### config.mk
export PLATFORM = sky130hd
export DESIGN_NAME = tick_scheduler
export DESIGN_NICKNAME = d
export VERILOG_FILES = /design/src/rtl/tick_scheduler.sv
export SDC_FILE = /design/constraint.sdc
export NUM_CORES = 1
export LEC_CHECK = 0
export CORE_MARGIN = 2
export CORE_UTILIZATION = 55
export DETAILED_ROUTE_END_ITERATION = 16
export GPL_ROUTABILITY_DRIVEN = 0
export PLACE_DENSITY = 0.69
export SLEW_MARGIN = 20
export SYNTH_ARGS = -nofsm -noshare
export SYNTH_HDL_FRONTEND = slang
export SYNTH_SLANG_ARGS = --single-unit
### constraint.sdc
create_clock -name clk_in -period 9.1 [get_ports clk_in]
set_input_delay 2.73 -clock clk_in [delete_from_list [all_inputs] [get_ports clk_in]]
set_output_delay 2.73 -clock clk_in [all_outputs]
set_load 0.03 [all_outputs]
### src/rtl/tick_scheduler.sv
// tick_scheduler: shared prescaler feeding N_CH runtime-programmable tick / square-wave channels.
// Define TICK_SCHED_SYNC_EN to add the sync_start phase-alignment input.
module tick_scheduler #(
    parameter  int N_CH     = 4,
    parameter  int PRESCALE = 100,
    parameter  int PERIOD_W = 16,
    localparam int CH_W     = (N_CH > 1) ? $clog2(N_CH) : 1,
    localparam int PRE_W    = (PRESCALE > 1) ? $clog2(PRESCALE) : 1
) (
    input  logic                clk_in,
    input  logic                reset,
`ifdef TICK_SCHED_SYNC_EN
    input  logic                sync_start,
`endif
    input  logic                cfg_valid,
    output logic                cfg_ready,
    input  logic [CH_W-1:0]     cfg_ch,
    input  logic [PERIOD_W-1:0] cfg_period,
    output logic [N_CH-1:0]     tick,
    output logic [N_CH-1:0]     clk_out,
    output logic [N_CH-1:0]     active
);

    typedef enum logic {S_OFF = 1'b0, S_RUN = 1'b1} ch_state_t;

    logic [PRE_W-1:0]    r_pre_cnt;
    logic                w_base_tick;
    logic                w_sync;

    ch_state_t           r_state     [N_CH];
    ch_state_t           w_state_nx  [N_CH];
    logic [PERIOD_W-1:0] r_period    [N_CH];
    logic [PERIOD_W-1:0] w_period_nx [N_CH];
    logic [PERIOD_W-1:0] r_cnt       [N_CH];
    logic [PERIOD_W-1:0] w_cnt_nx    [N_CH];
    logic [PERIOD_W-1:0] r_shadow    [N_CH];
    logic [PERIOD_W-1:0] w_shadow_nx [N_CH];
    logic [N_CH-1:0]     r_pend, w_pend_nx;
    logic [N_CH-1:0]     r_tick, w_tick_nx;
    logic [N_CH-1:0]     r_clk,  w_clk_nx;
    logic [N_CH-1:0]     w_sel;
    logic [N_CH-1:0]     w_term;

`ifdef TICK_SCHED_SYNC_EN
    assign w_sync = sync_start;
`else
    assign w_sync = 1'b0;
`endif

    assign w_base_tick = (r_pre_cnt == PRE_W'(PRESCALE - 1));

    always_ff @(posedge clk_in) begin
        if (reset) begin
            r_pre_cnt <= '0;
        end else if (w_base_tick || w_sync) begin
            r_pre_cnt <= '0;
        end else begin
            r_pre_cnt <= r_pre_cnt + PRE_W'(1);
        end
    end

    // Out-of-range cfg_ch matches no channel: reads ready, transfer dropped.
    always_comb begin
        cfg_ready = 1'b1;
        w_sel     = '0;
        for (int unsigned i = 0; i < N_CH; i++) begin
            if (cfg_ch == CH_W'(i)) begin
                cfg_ready = ~r_pend[i];
                w_sel[i]  = cfg_valid & ~r_pend[i];
            end
        end
    end

    always_comb begin
        for (int unsigned i = 0; i < N_CH; i++) begin
            w_term[i] = w_base_tick && (r_cnt[i] == r_period[i] - PERIOD_W'(1));
            active[i] = (r_state[i] == S_RUN);
        end
    end

    // An accepted channel always had pend=0, so a shadow-driven switch to OFF never meets an accept.
    always_comb begin
        for (int unsigned i = 0; i < N_CH; i++) begin
            w_state_nx[i]  = r_state[i];
            w_period_nx[i] = r_period[i];
            w_cnt_nx[i]    = r_cnt[i];
            w_shadow_nx[i] = r_shadow[i];
            w_pend_nx[i]   = r_pend[i];
            w_clk_nx[i]    = r_clk[i];
            w_tick_nx[i]   = 1'b0;
            case (r_state[i])
                S_OFF: begin
                    if (w_sel[i] && (cfg_period != '0)) begin
                        w_state_nx[i]  = S_RUN;
                        w_period_nx[i] = cfg_period;
                        w_cnt_nx[i]    = '0;
                        w_clk_nx[i]    = 1'b0;
                    end
                end
                S_RUN: begin
                    if (w_sync) begin
                        w_cnt_nx[i] = '0;
                        w_clk_nx[i] = 1'b0;
                        if (r_pend[i]) begin
                            w_period_nx[i] = r_shadow[i];
                            w_pend_nx[i]   = 1'b0;
                            if (r_shadow[i] == '0) w_state_nx[i] = S_OFF;
                        end
                    end else if (w_term[i]) begin
                        w_tick_nx[i] = 1'b1;
                        w_clk_nx[i]  = ~r_clk[i];
                        w_cnt_nx[i]  = '0;
                        if (r_pend[i]) begin
                            w_period_nx[i] = r_shadow[i];
                            w_pend_nx[i]   = 1'b0;
                            if (r_shadow[i] == '0) begin
                                w_state_nx[i] = S_OFF;
                                w_clk_nx[i]   = 1'b0;
                            end
                        end
                    end else if (w_base_tick) begin
                        w_cnt_nx[i] = r_cnt[i] + PERIOD_W'(1);
                    end
                    if (w_sel[i]) begin
                        w_shadow_nx[i] = cfg_period;
                        w_pend_nx[i]   = 1'b1;
                    end
                end
                default: w_state_nx[i] = S_OFF;
            endcase
        end
    end

    always_ff @(posedge clk_in) begin
        if (reset) begin
            for (int unsigned i = 0; i < N_CH; i++) begin
                r_state[i]  <= S_OFF;
                r_period[i] <= '0;
                r_cnt[i]    <= '0;
                r_shadow[i] <= '0;
            end
            r_pend <= '0;
            r_tick <= '0;
            r_clk  <= '0;
        end else begin
            for (int unsigned i = 0; i < N_CH; i++) begin
                r_state[i]  <= w_state_nx[i];
                r_period[i] <= w_period_nx[i];
                r_cnt[i]    <= w_cnt_nx[i];
                r_shadow[i] <= w_shadow_nx[i];
            end
            r_pend <= w_pend_nx;
            r_tick <= w_tick_nx;
            r_clk  <= w_clk_nx;
        end
    end

    assign tick    = r_tick;
    assign clk_out = r_clk;

endmodule

==> results of run 1 <==
cells in the mapped netlist, drive strengths merged (6+ instances only):
| cell type | number | share of area (%) |
|---|---|---|
| ha | 9 | 0.94 |
| and3 | 21 | 1.1 |
| or3 | 11 | 0.58 |
| dfxtp | 215 | 36 |
| clkbuf | 84 | 2.6 |
| nor4 | 40 | 2.4 |
| a22o | 6 | 0.44 |
| or4 | 14 | 0.91 |
| a21oi | 82 | 3.4 |
| nor3b | 9 | 0.61 |
| nor2b | 8 | 0.42 |
| a31o | 16 | 1.2 |
| a21o | 10 | 0.63 |
| buf | 32 | 1.5 |
| nor2 | 152 | 4.8 |
| nand2 | 179 | 5.6 |
| nor3 | 41 | 1.8 |
| o21ai | 30 | 1.3 |
| xnor2 | 60 | 4.4 |
| nor4b | 10 | 0.73 |
| a31oi | 9 | 0.47 |
| nand2b | 11 | 0.58 |
| a211oi | 59 | 4.3 |
| o311ai | 6 | 0.44 |
| xor2 | 52 | 3.8 |
| nand3 | 58 | 2.4 |
| o22ai | 13 | 0.68 |
| mux2i | 81 | 6.8 |
| nand4 | 23 | 1.2 |
| o211ai | 7 | 0.44 |
| inv | 31 | 0.97 |
logic make-up after synthesis:
logic type      Yosys count  share of synthesized area (%)
compound gates          293                           17.3
xor+xnor                112                           8.22
fa+ha+maj                 9                          0.943
buf+inv                 147                           5.14
flops                   215                           36.1
mux                      84                           7.07
simple gates            608                           25.2
stage by stage:
stage,std cells,hold WS [ps],util [%],total power (W)
CTS,1716,445,62.1,0.00240
detailed placement,1672,436,57.8,0.00131
global route,1718,456,62.3,0.00248
global placement,1672,427,57.8,0.00130
floorplan,1468,413,-,0.00124
finish,1718,447,62.3,0.00239
path summary, 6_finish.rpt:
| check | slack, ps | endpoint | cells past startpoint | startpoint |
|---|---|---|---|---|
| max | 1760 | cfg_ready | 4 | cfg_ch[0] |
| min | 450 | r_pre_cnt[0]$_SDFF_PP0_ | 1 | r_pre_cnt[0]$_SDFF_PP0_ |
| max reg2reg | 5150 | r_cnt[1][7]$_SDFFE_PP0P_ | 10 | r_period[1][0]$_SDFFE_PP0P_ |
| min reg2reg | 450 | r_pre_cnt[0]$_SDFF_PP0_ | 1 | r_pre_cnt[0]$_SDFF_PP0_ |
power breakdown:
group	leakage [nW]	switching, W	total [W]	internal (W)
clock network	0.446	0.000397	0.00109	0.000698
logic	2.48	0.000183	0.000307	0.000124
registers	1.74	0.0000260	0.000986	0.000960
total	4.67	0.000606	0.00239	0.00178
sequential cells by signal (all words and copies together) (netlist names):
| register | flops |
|---|---|
| clk_out | 4 |
| tick | 4 |
| r_shadow | 64 |
| r_period | 64 |
| r_pend | 4 |
| r_pre_cnt | 7 |
| r_cnt | 64 |
| r_state | 4 |
layer usage:
layer	vias to the layer above	track usage (%)	wire, um
li1	5186	-	-
met1	4948	35.8	13700
met2	212	42.4	13900
met3	34	2.92	1310
met4	0	5.56	405
met5	-	0	0
layout make-up:
cell class / count / area, um^2 / area share (%)
clock buffers: 33 / 726 / 5.50
repair buffers: 46 / 433 / 3.28
flip-flops and latches: 215 / 4300 / 32.6
inverters: 31 / 116 / 0.882
multi-input cells: 1106 / 7080 / 53.7
well taps: 275 / 344 / 2.61
clock inverters: 11 / 185 / 1.40
diodes: 1 / 2.50 / 0.0190
critical path: stages:
cell	delay [ps]
clkdlybuf4s50_1	560
mux2_2	350
o21ai_0	240
clkdlybuf4s50_1	730
layout by cell type, fill, tap and decap left out, types with 8 or more instances in the layout:
cell type | netlist | layout
dfxtp_1 | 215 | 215
nand2_1 | 179 | 179
nor2_1 | 152 | 152
a21oi_1 | 82 | 82
mux2i_1 | 81 | 81
xnor2_1 | 60 | 60
nand3_1 | 58 | 58
xor2_1 | 52 | 52
a211oi_1 | 45 | 44
nor3_1 | 40 | 39
nor4_1 | 37 | 35
clkdlybuf4s50_1 | 0 | 32
inv_1 | 31 | 31
o21ai_0 | 28 | 28
clkbuf_16 | 0 | 25
nand4_1 | 23 | 23
and3_1 | 21 | 21
a31o_2 | 15 | 15
a211oi_2 | 14 | 15
or4_1 | 13 | 13
o22ai_1 | 13 | 13
buf_4 | 5 | 13
or3_1 | 11 | 11
nand2b_1 | 11 | 11
nor4b_1 | 10 | 10
a21o_1 | 10 | 10
a31oi_1 | 9 | 9
ha_1 | 9 | 9
nor2b_1 | 8 | 8
==> impl_metrics.yaml, run 1 <==
yosys:
  synth_warnings: 0
  ys_ff_latch: 215
  syn-num-nets: 1498
  avgSynthCellArea_um2: 8.13
  ys_async_sr_fraction_pct: 0
  syn_area_um2: 11900
  synth.distinct_cells: 77
  yosysSeqAreaShare_pct: 36.1
  netlist_instances: 1468
  ys.flop_type: "dfxtp_1"
  synth-edff-count: 0
sta:
  final_max_slew_viol_count: 0
  tightest_slew_ps: 1060
  finClkSkew_ps: 10.9
  timing.fmax_mhz: 136
  finalHoldViolations: 0
  fin_crit_ps: 7340
  fin_setup_tns_ps: 0
  fin_ws_ps: 1760
  post-route-period-util_pct: 80.6
  setup_violations: 0
  relSlewSlack_pct: 29.5
  rsz0062_at_grt: "false"
drt:
  drcViolationCount: 0
  via_count: 10400
  wl_per_cell_um: 17.1
  antenna_left: 0
  vias_per_cell: 6.04
  routed_wl_mm: 29.4
  drtPass1Iterations: 5
  drtIter0Drc: 782
worst_setup_path:
  startpoint_type: "input port"
  required_ps: 6370
  setup.worst_path.end_class: "output port"
  crit_arrival_ps: 4610
  worst-setup-path-type: "input port to output port"
  crit_fanout: 5
floorplanning:
  dieArea_um2: 22900
  initial_core_util_pct: 56.4
  fp.coreArea_um2: 21200
  io_pins: 34
  num_rows: 53
  die_w_um: 151
  die_h_um: 151
layout:
  drive_above_1_share_pct: 7.91
  design_area_um2: 13200
  syn_to_final_growth_pct: 10.5
  nets: 1454
  fillers: 1858
clock_network:
  htree_levels: 1
  cts.sinks: 215
  cts_resized: 0
  path_clk_slew_ps: 60
  cts_buffers: 24
  cts_setup_buffers: 0
  cts_tree: "yes"
  ctsHoldBuffers: 0
  cts_root_buffer: "clkbuf_16"
  clockBufferDepth: 3
  clock_latency_ps: 520
global_route:
  grt_pass1_wl_mm: 48.0
  first_global_vias: 9395
  antenna_found_initial: 1
  grt-ovfl-total: 0
  grt_max_degree: 93
  grt_usage_pct: 25.5
place:
  dp_hpwl_mm: 20.2
  place_area_um2: 12200
  port_buffers: 33
  dp_slack_ps: 1740
run_status:
  status: "completed"
pwr:
  power_density_nw_per_um2: 181
  ir_worst_vdd_mv: 0.135
  p_leak_nw: 4.67
worst_hold_path:
  min_path_type: "register to register"
run:
  cap_violations: 0
(Power assumes the default switching activity.)
==> run 2: changes to the inputs <==
- PLACE_DENSITY: 0.69 -> 0.72
- clock period: 9.1 -> 6 ns (I/O delays scaled with it)
==> run 2 against run 1 <==
Effect of this change: worst setup slack worse by 1400 ps; routed wire length fell by 1.5%; first-iteration DRC count is 24% lower; non-clock buffer count up 3; clock skew decreased by 3.1 ps; register-to-register slack lost 3000 ps; global-route usage fell by 0.37 points; die area did not move; largest power group unchanged; via count increased by 0.43%; combinational power rose by 52%; highest routed layer unchanged; clock power grew 47%.
==> impl_metrics.yaml, run 2 (synthesized netlist as in run 1, its figures left out) <==
floorplanning:
  die_h_um: 151
  initial_core_util_pct: 56.4
  dieArea_um2: 22900
  fp.coreArea_um2: 21200
  die_w_um: 151
  io_pins: 34
  num_rows: 53
clock_network:
  cts_resized: 0
  path_clk_slew_ps: 60
  htree_levels: 1
  cts_root_buffer: "clkbuf_16"
  cts_setup_buffers: 0
  cts_tree: "yes"
  clockBufferDepth: 3
  ctsHoldBuffers: 0
  cts_buffers: 24
  cts.sinks: 215
  clock_latency_ps: 520
drt:
  antenna_left: 0
  drtIter0Drc: 597
  routed_wl_mm: 28.9
  via_count: 10400
  wl_per_cell_um: 16.8
  drcViolationCount: 0
  vias_per_cell: 6.06
  drtPass1Iterations: 5
global_route:
  grt_pass1_wl_mm: 47.5
  grt_usage_pct: 25.1
  grt_max_degree: 72
  grt-ovfl-total: 0
  first_global_vias: 9397
  antenna_found_initial: 1
sta:
  relSlewSlack_pct: 33.3
  fin_ws_ps: 385
  post-route-period-util_pct: 93.6
  setup_violations: 0
  rsz0062_at_grt: "false"
  fin_setup_tns_ps: 0
  fin_hold_ws_ps: 436
  final_max_slew_viol_count: 0
  timing.fmax_mhz: 178
  finalHoldViolations: 0
  tightest_slew_ps: 996
  finClkSkew_ps: 7.78
  fin_crit_ps: 5620
layout:
  top_regs: "r_cnt (64), r_period (64), r_shadow (64)"
  final_common_cell: "dfxtp_1"
  nets: 1457
  multi_input_area_um2: 7080
  n_antenna_cell: 0
  fillers: 1880
  register_area_um2: 4300
  design_area_um2: 13200
  final_cell_mix: "215 x dfxtp_1, 179 x nand2_1, 151 x nor2_1, 82 x a21oi_1, 81 x mux2i_1"
  syn_to_final_growth_pct: 10.3
  drive_above_1_share_pct: 7.82
pwr:
  swShare_pct: 25.6
  power.switching_w: 0.000911
  pwr-share-clk_pct: 45.0
  pwr-share-comb_pct: 13.1
  p_leak_nw: 4.65
  sequentialPowerShare_pct: 41.9
  p_int_w: 0.00265
  power_density_nw_per_um2: 271
  ir_worst_vdd_mv: 0.209
worst_setup_path:
  startpoint_type: "input port"
  r2r-end: "r_cnt[1][10]$_SDFFE_PP0P_"
  r2r-start: "r_period[1][0]$_SDFFE_PP0P_"
  worst-setup-path-type: "input port to output port"
  startpoint: "cfg_ch[0]"
  required_ps: 4200
  crit_fanout: 5
  crit_arrival_ps: 3820
  r2r_cells: 10
  setup.worst_path.end_class: "output port"
  rrSetupSlack_ps: 2110
run_status:
  status: "completed"
place:
  dp_hpwl_mm: 20.1
  place_area_um2: 12300
  port_buffers: 33
  dp_slack_ps: 460
worst_hold_path:
  holdPathStages: 1
  hold_end: "r_pre_cnt[0]$_SDFF_PP0_"
  min-delay-start: "r_pre_cnt[0]$_SDFF_PP0_"
  min_path_type: "register to register"
run:
  cap_violations: 0
## run 2: area by class of cell
type | instances | area share (%)
clock inverters | 7 | 1.06
well taps | 275 | 2.61
repair buffers | 49 | 3.43
multi-input cells | 1106 | 53.8
flip-flops and latches | 215 | 32.7
clock buffers | 37 | 5.55
inverters | 31 | 0.884
## run 2: worst max-delay path by stage
stage / endpoint / cells after the start
6_report: cfg_ready / 4
5_1_grt: cfg_ready / 4
4_1_cts: cfg_ready / 4
3_5_place_dp: cfg_ready / 4
3_3_place_gp: cfg_ready / 4
2_1_floorplan: cfg_ready / 2
## run 2: through the flow
step	util, %	power [W]	std cells
2_1_floorplan	-	0.00188	1468
3_3_place_gp	57.9	0.00198	1675
3_5_place_dp	58.0	0.00198	1675
4_1_cts	62.1	0.00358	1719
5_1_grt	62.2	0.00370	1720
6_report	62.2	0.00356	1720
## run 2: critical path, cell delays in order
cell and delay, ps:
clkdlybuf4s50_1 550, mux2_2 350, o21ai_0 350, clkdlybuf4s50_1 760
## run 2: power by group through the flow
stage	registers, W	clock network [W]	logic (W)
3_3_place_gp	0.00152	0	0.000451
6_report	0.00149	0.00160	0.000467
3_5_place_dp	0.00153	0	0.000458
2_1_floorplan	0.00151	0	0.000374
5_1_grt	0.00150	0.00169	0.000512
4_1_cts	0.00149	0.00163	0.000461
## run 2: metal layers
metal  up-vias  wire length [um]  global-route usage, %
li1       5208                 -                      -
met1      4945             13600                   35.3
met2       228             13500                   41.4
met3        44              1420                   3.22
met4         0               433                   5.47
met5         -                 0                      0
